==> config.mk <==
export PLATFORM = sky130hd
export DESIGN_NAME = wordle_scorer
export DESIGN_NICKNAME = d
export VERILOG_FILES = /design/src/rtl/wordle_scorer.sv
export SDC_FILE = /design/constraint.sdc
export NUM_CORES = 1
export LEC_CHECK = 0
export BUFFER_PORTS_ARGS = -buffer_cell sky130_fd_sc_hd__buf_4
export CORE_UTILIZATION = 50
export CTS_BUF_LIST = sky130_fd_sc_hd__clkbuf_4 sky130_fd_sc_hd__clkbuf_8
export DETAILED_ROUTE_END_ITERATION = 12
export GPL_TIMING_DRIVEN = 0
export PLACE_DENSITY = 0.71
export SLEW_MARGIN = 20
export SYNTH_ARGS = -nofsm -noshare
export SYNTH_HDL_FRONTEND = slang
export SYNTH_SLANG_ARGS = --single-unit
==> constraint.sdc <==
create_clock -name Clk -period 6 [get_ports Clk]
set_input_delay 0.9 -clock Clk [delete_from_list [all_inputs] [get_ports Clk]]
set_output_delay 0.9 -clock Clk [all_outputs]
set_load 0.05 [all_outputs]
==> src/rtl/wordle_scorer.sv <==
// Scores one Wordle guess against a target, one letter per cycle: GREEN pass, then YELLOW pass.
// Optional WORDLE_SCORER_EARLYWIN_EN: an all-green guess skips the YELLOW pass.
//
// state  | meaning
// IDLE   | waiting for start; result/win hold last score
// GREEN  | exact-position matches, letter idx per cycle
// YELLOW | misplaced letters, lowest unused target slot first
// DONE   | result/win valid until ack
module wordle_scorer (
    input  logic        Clk,
    input  logic        reset,
    input  logic        start,
    input  logic        ack,
    input  logic [39:0] guess,
    input  logic [39:0] target,
    output logic        busy,
    output logic        done,
    output logic [9:0]  result,
    output logic        win,
    output logic        q_I,
    output logic        q_G,
    output logic        q_Y,
    output logic        q_Done
);
    localparam int NLET = 5;

    typedef enum logic [3:0] {
        S_IDLE   = 4'b0001,
        S_GREEN  = 4'b0010,
        S_YELLOW = 4'b0100,
        S_DONE   = 4'b1000
    } state_t;

    state_t          state, state_nxt;
    logic [7:0]      g   [NLET];
    logic [7:0]      t   [NLET];
    logic [1:0]      res [NLET];
    logic [NLET-1:0] used;
    logic [2:0]      idx;

    logic [7:0] g_cur, t_cur;
    logic [1:0] res_cur;
    logic       green_hit, found, last_letter, all_green;
    logic [2:0] j_sel;
`ifdef WORDLE_SCORER_EARLYWIN_EN
    logic       all_green_nxt;
`endif

    always_comb begin
        g_cur   = '0;
        t_cur   = '0;
        res_cur = '0;
        for (int i = 0; i < NLET; i++) begin
            if (idx == 3'(i)) begin
                g_cur   = g[i];
                t_cur   = t[i];
                res_cur = res[i];
            end
        end
        green_hit   = (g_cur == t_cur);
        last_letter = (idx == 3'(NLET - 1));
        // Scan high to low so the lowest free matching target slot wins.
        found = 1'b0;
        j_sel = '0;
        for (int j = NLET - 1; j >= 0; j--) begin
            if (!used[j] && (t[j] == g_cur)) begin
                found = 1'b1;
                j_sel = 3'(j);
            end
        end
        all_green = 1'b1;
        for (int i = 0; i < NLET; i++) begin
            all_green = all_green & (res[i] == 2'b10);
        end
`ifdef WORDLE_SCORER_EARLYWIN_EN
        all_green_nxt = 1'b1;
        for (int i = 0; i < NLET; i++) begin
            all_green_nxt = all_green_nxt &
                            ((res[i] == 2'b10) || ((idx == 3'(i)) && green_hit));
        end
`endif
    end

    always_ff @(posedge Clk or posedge reset) begin
        if (reset) state <= S_IDLE;
        else       state <= state_nxt;
    end

    always_comb begin
        state_nxt = state;
        case (state)
            S_IDLE:   if (start) state_nxt = S_GREEN;
            S_GREEN: begin
                if (last_letter) begin
`ifdef WORDLE_SCORER_EARLYWIN_EN
                    state_nxt = all_green_nxt ? S_DONE : S_YELLOW;
`else
                    state_nxt = S_YELLOW;
`endif
                end
            end
            S_YELLOW: if (last_letter) state_nxt = S_DONE;
            S_DONE:   if (ack) state_nxt = S_IDLE;
            default:  state_nxt = S_IDLE;
        endcase
    end

    always_ff @(posedge Clk or posedge reset) begin
        if (reset) begin
            for (int i = 0; i < NLET; i++) begin
                g[i]   <= '0;
                t[i]   <= '0;
                res[i] <= '0;
            end
            used <= '0;
            idx  <= '0;
            win  <= 1'b0;
        end else begin
            case (state)
                S_IDLE: begin
                    if (start) begin
                        for (int i = 0; i < NLET; i++) begin
                            g[i]   <= guess[39 - 8*i -: 8];
                            t[i]   <= target[39 - 8*i -: 8];
                            res[i] <= 2'b00;
                        end
                        used <= '0;
                        idx  <= '0;
                        win  <= 1'b0;
                    end
                end
                S_GREEN: begin
                    for (int i = 0; i < NLET; i++) begin
                        if ((idx == 3'(i)) && green_hit) begin
                            res[i]  <= 2'b10;
                            used[i] <= 1'b1;
                        end
                    end
                    idx <= last_letter ? 3'd0 : idx + 3'd1;
`ifdef WORDLE_SCORER_EARLYWIN_EN
                    if (last_letter && all_green_nxt) win <= 1'b1;
`endif
                end
                S_YELLOW: begin
                    if ((res_cur != 2'b10) && found) begin
                        for (int i = 0; i < NLET; i++) begin
                            if (idx == 3'(i)) res[i] <= 2'b01;
                        end
                        used[j_sel] <= 1'b1;
                    end
                    idx <= last_letter ? 3'd0 : idx + 3'd1;
                    // The yellow pass never creates greens, so the current greens decide win.
                    if (last_letter) win <= all_green;
                end
                default: ;
            endcase
        end
    end

    always_comb begin
        result = '0;
        for (int i = 0; i < NLET; i++) begin
            result[9 - 2*i -: 2] = res[i];
        end
    end

    assign q_I    = state[0];
    assign q_G    = state[1];
    assign q_Y    = state[2];
    assign q_Done = state[3];
    assign busy   = q_G | q_Y;
    assign done   = q_Done;
endmodule

# Yosys cells after proc, flatten, opt, wreduce, memory -nomap -nowiden
# Index checks and enable logic that the tools add are counted.
# totals
register_bits	103
in_bits	84
out_inout_bits	17
# classes
n_addsub	1
order_cmp	2
n_eq_ne	34
muxes	59
n_bitwise	6
reduce_logical	36
# ops
op	count
8-bit 2-to-1 mux	10
8-bit equality test	6
2-bit 2-to-1 mux	15
2-bit inequality test (second input constant)	15
10-bit case mux with 3 select lines	1
5-bit AND reduction	5
4-bit AND reduction	6
3-bit 2-to-1 mux	7
10-bit 2-to-1 mux	2
4-bit 2-to-1 mux	4
4-bit case mux with 4 select lines	1
5-bit case mux with 3 select lines	1
1-bit 2-to-1 mux	13
1-bit logical AND	12
2-bit equality test (second input constant)	5
5-bit 2-to-1 mux	2
3-bit by 2-bit equality test with 1-bit output (second input constant)	2
3-bit case mux with 2 select lines	1
1-bit logical NOT	5
5-bit OR	1
1-bit bitwise AND	4
4-bit by 1-bit equality test with 1-bit output (second input constant)	1
4-bit by 2-bit equality test with 1-bit output (second input constant)	1
4-bit by 3-bit equality test with 1-bit output (second input constant)	1
other kinds (15)	17

# Depth between registers and ports, before layout
# Gate-level depths: netlist (run 1).
# depth
depth_word	20
ltp_mapped	14
mapped_depth_nobuf	10

# Worst setup path after synthesis (run 1)
# Ideal clock, no wire load.
# synth_timing
kind	flip-flop to flip-flop
start	register idx[2]
end	register res, in the netlist result[6]
setup_time_ns	0.094
t_arrival_ns	3.258
required_ns	5.906
slack_ns	2.648
stages_incl_launch_ff	14
path_buffers	3
synth_period_minus_slack_ns	3.352
cell_sequence	dfrtp_1 -> buf_2 -> inv_1 -> ha_1 -> or2_1 -> buf_4 -> a221o_1 -> and2_1 -> xnor2_1 -> or4_1 -> buf_4 -> o31ai_2 -> a31oi_1 -> a221oi_2
# synth_between
elab_chain_len	16
elab_cells_between_ends	43
# synth_lines
element	line	source
start, declared	39	logic [2:0] idx;
start signal, assigned	139	idx <= last_letter ? 3'd0 : idx + 3'd1;
start signal, assigned	151	idx <= last_letter ? 3'd0 : idx + 3'd1;
3-bit logical NOT	54	if (idx == 3'(i)) begin
8-bit 2-to-1 mux (5 in series)	54	
8-bit equality test	66	if (!used[j] && (t[j] == g_cur)) begin
1-bit logical AND	66	
1-bit 2-to-1 mux (5 in series)	66	
1-bit logical AND	145	if ((res_cur != 2'b10) && found) begin
2-bit inequality test (no line)	-	
5-bit AND reduction (no line) (*)	-	
end signal, assigned by index	113	res[i] <= '0;
end signal, assigned by index	135	res[i] <= 2'b10;
end signal, assigned by index	147	if (idx == 3'(i)) res[i] <= 2'b01;
end, declared	37	logic [1:0] res [NLET];
# Every way passes the cells marked *; elsewhere a longest branch is shown, timed or not.
# A chain may end at the register's enable or synchronous reset.

# Worst setup path in the final report (run 1)
# Same ends and word-level chain as after synthesis.

==> impl.org, run 1 <==
** Status
- Run status :: finished, final reports clean

** Finish
- The area growth from synthesis to layout is 19.3%.
- The finished layout holds 1014 standard cells, fillers aside.
- The post-route netlist has 19.0% of its cells at a drive strength greater than 1.
- Most used cells in the layout excluding fill and tap cells :: nand2_1 (241), buf_4 (107), dfrtp_1 (102), o21ai_0 (39), a21oi_1 (35)
- The library cell used most frequently in the layout, excluding fill and tap cells, is nand2_1.
- ANT cells :: 0
- The net count of the finished layout is 951.

** Pwr
- The analysis attributes to cell leakage a power of 3.54 nW.
- For this design the ratio of total power to cell area is 569 nW/um2.
- IR analysis of the VDD net gives a maximum drop of 0.000247 V.

** Min path
- Along the worst hold path, the cell count comes to 2.
- In this run the worst hold path is classified as flop to flop.
- In this run the most critical hold path is launched from g[6].
- The worst hold path terminates at g[6].

** Clock network
- CTS built an H-tree with a depth of 3.
- CTS saw 103 sinks.
- Once the clock tree was built, the resizer swapped 0 gates to a different size.
- No sink is reached through more buffers than the 2 on the longest clock path.
- Total CTS buffers :: 9
- Hold bufs inserted after CTS :: 0
- Clock latency on the worst-skew pair :: 0.40 ns
- After clock tree synthesis, the clock-pin slew on the worst setup and hold paths is 0.10 ns.
- The number of setup buffers added after CTS is 0.
- The tree is rooted in a clkbuf_8.
- TritonCTS built the clock tree.

** Synthesis
- Of the total synthesized cell area, the portion taken by XOR and XNOR cells is 1.57%.
- Post-synth EDFFs :: 0
- For this run, asynchronously set or reset flops after synthesis account for 100%.
- The mapped netlist covers 6130 um2.
- dfrtp_1 takes more of the synthesized area than any other cell.
- Top cells by area, synth :: dfrtp_1 (42%), nand2_1 (15%), o21ai_0 (3.2%)
- Multiplexer fraction of the synthesized cell area :: 0.327%
- The netlist uses 72 different library cells.
- Syn_area_per_cell :: 8.17 um2
- Flip-flop and latch count after synthesis :: 103
- The synthesized netlist devotes 22.2% of its cell area to compound gates.
- The number of nets handed over by synthesis was 839.
- Number of cells produced by synthesis :: 750
- Predominant post-synthesis flop cell :: dfrtp_1
- In this run the biggest area consumer among cell types represents 41.6% of the synthesized area.
- Share of the yosys chip area belonging to registers :: 42.1%
- Simple-gate area share of the yosys netlist :: 28.0%
- Adder and majority gate portion of the synthesized area :: 1.02%
- By area, the combinational part of the netlist is dominated by simple AND/OR/NAND/NOR gates.
- Synthesis warning total :: 0

** Critical path
- At the worst endpoint, the required time is 6.31 ns.
- In this run the critical register-to-register path is launched from idx[2].
- The critical path in this run is classified as flop to flop.
- The worst register-to-register path has a depth of 13.
- For the worst setup path, the data arrival time is 4.55 ns.
- The worst register-to-register path ends at result[6].
- STA classifies the critical path startpoint as a flop.
- The setup check on the worst reg-to-reg path leaves a slack of 1.76 ns.
- Largest fanout of any net on the critical path :: 10
- Sort of element at the end of the critical path :: flop

** GRT
- Via count of the first global-routing pass :: 5846
- The first global-routing pass estimated 31400 um of wire.
- Overall Global Routing Usage :: 32.9%
- Number of antenna violations at the first check in global routing :: 0
- Entering global routing, the biggest net connects 61 pins.
- Aggregate global routing overflow :: 0

** STA
- The final-report hold violation count came to 0.
- The routed design could run at a clock period as short as 4.24 ns.
- For the pin with the worst max-slew slack, the measured transition is 0.961 ns.
- The final critical path takes up 70.7% of the cycle.
- Least setup slack across all paths after layout :: 1.76 ns
- Hold timing on the final database bottoms out at a slack of 0.490 ns.
- Setup repair after global routing left no endpoint under its margin.
- The worst pin sits at a relative slew slack of 35.9%.
- Setup total negative slack on the finished layout was measured at 0 ns.
- Setup clock skew after layout :: 0.0150 ns
- Final count of pins violating max slew :: 0
- For this run, the top clock speed supported by timing is 0.236 GHz.
- Final setup violation count :: 0

** Routing
- The first detailed-routing pass ran for 7 iterations.
- Met2 Routed Length :: 9530 um
- Using the TritonRoute via totals, the vias-per-cell ratio works out to 6.00.
- After detailed routing, the number of remaining DRC violations is 0.
- The highest metal layer carrying signal wires in the routed design is met4.
- The first routing iteration left 519 violations.
- In the final routed layout, each cell accounts on average for 20.0 um.
- The detailed router put a total of 8920 um of wire on met1.
- Residual antenna-violating net count after detailed routing :: 0
- After detailed routing, the met3 layer carries 1160 um of wire.
- Number of vias after detailed routing :: 6087
- Aggregate routed wire length :: 20300 um

** Placement
- Post-detail-place hpwl :: 15400 um
- Pre-CTS WS :: 1.90 ns
- Weighted congestion reported at the end of routability-driven placement :: 0.884
- During placement, the flow inserted port buffers numbering 100.
- After detailed placement, the design holds a cell count of 998.

** Die
- Count of boundary I/O pins :: 101
- After floorplanning, the core was sized to cover 12000 um2.
- The floorplan has 40 rows.
- Die width :: 113 um
- From bottom edge to top edge, the die measures 113 um.
- The floorplan step defined a die boundary enclosing 12700 um2.
- Initial core utilization :: 51.3%

** Job
- Across the run, the number of max-cap violations was 0.
## power breakdown
part           total (mW)  internal (mW)  switching, mW
Combinational        2.42          0.909           1.51
Sequential           1.27          0.981          0.285
Clock               0.478          0.222          0.256
Total                4.16           2.11           2.05
## worst max path at each step
stage	cells after the start	startpoint	endpoint	slack (ns)
final	13	idx[2]	result[6]	1.76
after global routing	13	idx[2]	result[6]	1.52
after CTS	13	idx[2]	used[4]	1.86
after detailed placement	13	idx[2]	result[6]	1.90
after global placement	2	reset	t[0]	1.31
after floorplan	1	reset	g[0]	2.40
## final cells by class
| class | instances | area [um2] |
|---|---|---|
| Sequential cell | 103 | 2580 |
| Clock buffer | 12 | 159 |
| Buffer | 48 | 236 |
| Tap cell | 147 | 184 |
| Fill cell | 1077 | 4650 |
| Inverter | 17 | 68.8 |
| Timing Repair Buffer | 101 | 778 |
| Multi-Input combinational cell | 582 | 3260 |
| Clock inverter | 4 | 52.6 |
## sequential cells by signal (all words and copies together), names as in the netlist
| name | flops |
|---|---|
| used | 5 |
| win | 1 |
| g | 40 |
| result | 10 |
| state | 4 |
| idx | 3 |
| t | 40 |
## critical path, cell delays in order, from the launching register on
cell,delay (ns)
dfrtp_1,0.49
buf_2,0.27
inv_1,0.19
ha_1,0.34
or2_1,0.23
buf_4,0.17
buf_2,0.20
a211oi_1,0.59
nor2_1,0.19
xor2_1,0.19
nand4_1,0.43
o31ai_2,0.50
a31oi_1,0.15
a221oi_2,0.20
## through the flow
| step | power (mW) | util [%] | area (um2) |
|---|---|---|---|
| 2_1_floorplan | 2.90 | - | 6130 |
| 3_3_place_gp | 3.58 | 59.1 | 7070 |
| 3_5_place_dp | 3.64 | 59.4 | 7100 |
| 4_1_cts | 4.12 | 61.2 | 7310 |
| 5_1_grt | 4.41 | 61.2 | 7310 |
| 6_report | 4.16 | 61.2 | 7310 |
## synth_stat cells (6+ instances only)
library cell	instances
clkbuf_1	24
buf_4	7
xnor2_1	7
a32oi_1	8
nor2b_1	11
buf_2	12
nor3_1	10
nand3_1	6
a21oi_1	35
nand3b_1	10
a211oi_1	9
o21ai_0	39
a31oi_1	10
and3_1	20
dfrtp_1	102
nand2_1	241
inv_1	17
a221oi_1	11
or3_1	17
nor2_1	30
o2bb2ai_1	8
## per-layer routing
metal	track usage, %	vias up
met4	15.3	0
met1	43.7	2940
met3	4.45	46
met5	0	-
met2	53.7	250
li1	-	2851
## cells by family (layout without fill, tap and decap cells)
kind of cell	after synthesis	in the layout
buffers and inverters	65	182
AOI/OAI and AO/OA	188	188
and+or+nand+nor	376	376
adders and majority gates	5	5
muxes	2	2
DFF	103	103
xor gates and xnor gates	11	11
No activity file was read; power rests on OpenSTA's default activity.
==> run 2, diff against run 1 <==
- clock period: 6 -> 4.1 ns (I/O delays scaled with it)
==> run 2 against run 1 <==
  * Register-to-register slack worse by 1.6 ns
  * Non-clock buffer count up 1
  * Hold slack worse by 0.27 ns
  * Global-route usage about the same
  * Largest power group unchanged
==> impl.org, run 2 (synthesis gave the netlist of run 1 again) <==
** Status
- The flow ran to the end, and the final reports show no timing, DRC or antenna violations.

** Placement
- Once detailed placement completed, the half-perimeter wirelength came to 15400 um.
- Pre-CTS WS :: -0.00210 ns
- After detailed placement, the total cell area comes to 7100 um2.
- Placed Instances :: 998
- Weighted congestion reported at the end of routability-driven placement :: 0.884
- Count of buffers inserted at the top-level ports :: 100

** STA
- For this run, the top clock speed supported by timing is 0.252 GHz.
- For the pin with the worst max-slew slack, the measured transition is 0.962 ns.
- Post-layout minimum cycle time :: 3.97 ns
- Final count of pins violating max slew :: 0
- Least setup slack across all paths after layout :: 0.127 ns
- The worst path uses 96.9% of the clock period.
- The final-report hold violation count was 0.
- Setup clock skew after layout :: 0.0147 ns
- Setup violations remaining at the end of the flow were counted as 0.
- Max-Slew Margin vs Limit :: 35.9%
- Setup repair after global routing left no endpoint under its margin.

** Finish
- Final-layout fill cell count :: 1070
- Area Growth Syn to Fin :: 20.1%
- Final cell area excluding filler cells :: 7360 um2
- Count of non-filler cells in the finished layout :: 1015
- Most common library cell in the layout ignoring fill and taps :: nand2_1
- Most used cells in the layout excluding fill and tap cells :: nand2_1 (241), buf_4 (108), dfrtp_1 (101), o21ai_0 (38), a21oi_1 (35)
- At the end of the flow the core is filled with cells to 61.6%.
- Of the cells placed in the final design, the portion with a size suffix greater than 1 is 19.7%.
- Number of nets at the end of the flow :: 952
- ANT cells :: 0

** GRT
- The initial antenna violation count came to 0.
- For this run the aggregate overflow at the end of global routing stands at 0.
- First-pass GRT wire length :: 31400 um
- Overall Global Routing Usage :: 32.9%
- Entering global routing, the biggest net connects 61 pins.
- The number of global-route vias before repair came to 5848.

** Routing
- Number of remaining DRC errors :: 0
- Aggregate routed wire length :: 20400 um
- DRC violation total after the first TritonRoute iteration :: 576
- First-pass iteration count of the detailed router :: 7
- Post-DR vias/cell :: 6.08
- Routed wire length per instance :: 20.1 um
- Residual antenna-violating net count after detailed routing :: 0
- Number of vias after detailed routing :: 6168

** Clock network
- Total number of H-tree levels :: 3
- Bufs on Longest Clock Path :: 2
- Clock tree synthesis found a total of 103 sinks.
- The clock reaches the later pin of the worst-skew pair after 0.39 ns.
- TritonCTS clock tree :: done
- Clock-pin slew of the registers on the worst-case setup and hold paths :: 0.11 ns
- Clock root buffer :: clkbuf_8
- Total CTS buffers :: 9

** Critical path
- For the worst setup path, the data required time is 4.41 ns.
- Crit start category :: flop
- Arrival @ worst endpoint :: 4.28 ns
- The largest single stage delay on the critical path is 0.55 ns.
- Cell repeated most along the worst path :: buf_4
- The startpoint identified for the worst register-to-register timing path is idx[2].
- The slowest stage of the critical path is the or4_1 cell.
- Largest fanout of any net on the critical path :: 10
- Path depth of the worst reg2reg path :: 13
- Sort of element at the end of the critical path :: flop
- The worst setup path is of the flop to flop kind.
- Sequence of cells on the critical path :: buf_2 > inv_1 > ha_2 > or2_1 > buf_4 > a221o_1 > and2_1 > xnor2_1 > or4_1 > buf_4 > o31ai_2 > a31oi_1 > a221oi_2
- In this run the critical register-to-register path is captured at result[6].
- Across all register-to-register paths, the minimum setup slack is 0.13 ns.

** Die
- The die covers 12700 um2.
- 101 I/O pins were placed.
- Number of rows in the core area :: 40
- The region available for standard cell placement spans 12000 um2.
- Die Y-Extent :: 113 um
- Die width :: 113 um
- Initial core utilization :: 51.3%

** Job
- Across the run, the number of max-cap violations was 0.

** Pwr
- In this run the power density over the cells is 841 nW/um2.
- The worst-case IR drop observed on VDD is 0.000371 V.
- Summed over all cells, the static leakage comes to 3.55 nW.

** Min path
- Worst min path class :: input port to async pin
run 2: cell types whose count changed in the layout (fill, tap and decap cells not counted), sizes merged:
cell	delta
clkbuf	+1
run 2: how the worst max path moves through the flow:
stage                     startpoint         to  cells after the start
after detailed placement      idx[2]  result[6]                     13
after global routing          idx[2]  result[6]                     13
final                         idx[2]  result[6]                     13
after global placement         reset       t[0]                      2
after CTS                     idx[2]  result[6]                     13
after floorplan               idx[2]  result[6]                     13
run 2: where the power goes:
part / internal, mW / switching [mW]
Sequential: 1.44 / 0.420
Clock: 0.325 / 0.373
Combinational: 1.38 / 2.26
Total: 3.14 / 3.05
run 2: layer usage:
metal	vias up	part of all wire, %	GRT usage, %	routed length (um)
met3	48	6.2	4.45	1270
met1	2979	44	43.7	8890
met4	0	3.4	15.3	704
met5	-	0	0	0
li1	2847	-	-	-
met2	294	47	53.7	9550
run 2: cell type report:
| cell class | count | area [um2] | area share [%] |
|---|---|---|---|
| plain buffers | 48 | 239 | 3.25 |
| clock buffers | 12 | 159 | 2.16 |
| clock inverters | 4 | 52.6 | 0.714 |
| inverters | 17 | 68.8 | 0.935 |
| multi-input cells | 582 | 3290 | 44.7 |
| flip-flops and latches | 103 | 2580 | 35.0 |
| well taps | 147 | 184 | 2.50 |
| repair buffers | 102 | 786 | 10.7 |
run 2: critical path: cells and delay by family, from the launching register on:
family                     cells  cell delay [ns]
buffers and inverters          4             0.83
adders and majority gates      1             0.28
and+or+nand+nor                3             1.03
AOI/OAI and AO/OA              4             1.15
DFF                            1             0.46
xor gates and xnor gates       1             0.13
run 2: repair_timing:
action,in CTS,in global routing
setup buffers,0,1
setup endpoints to repair,4,14
hold buffers,0,0
pin swaps,0,1
resized for setup,2,7
cloned,0,0
endpoints found under the hold margin,0,0
run 2: per-stage QoR:
step / total power [mW] / hold WS, ns / TNS [ns]
after floorplan: 4.24 / 0.437 / 0
after global placement: 5.24 / 0.467 / -29.98
after detailed placement: 5.32 / 0.471 / -0.00210
after CTS: 6.05 / 0.219 / 0
after global routing: 6.55 / 0.224 / 0
final: 6.19 / 0.216 / 0
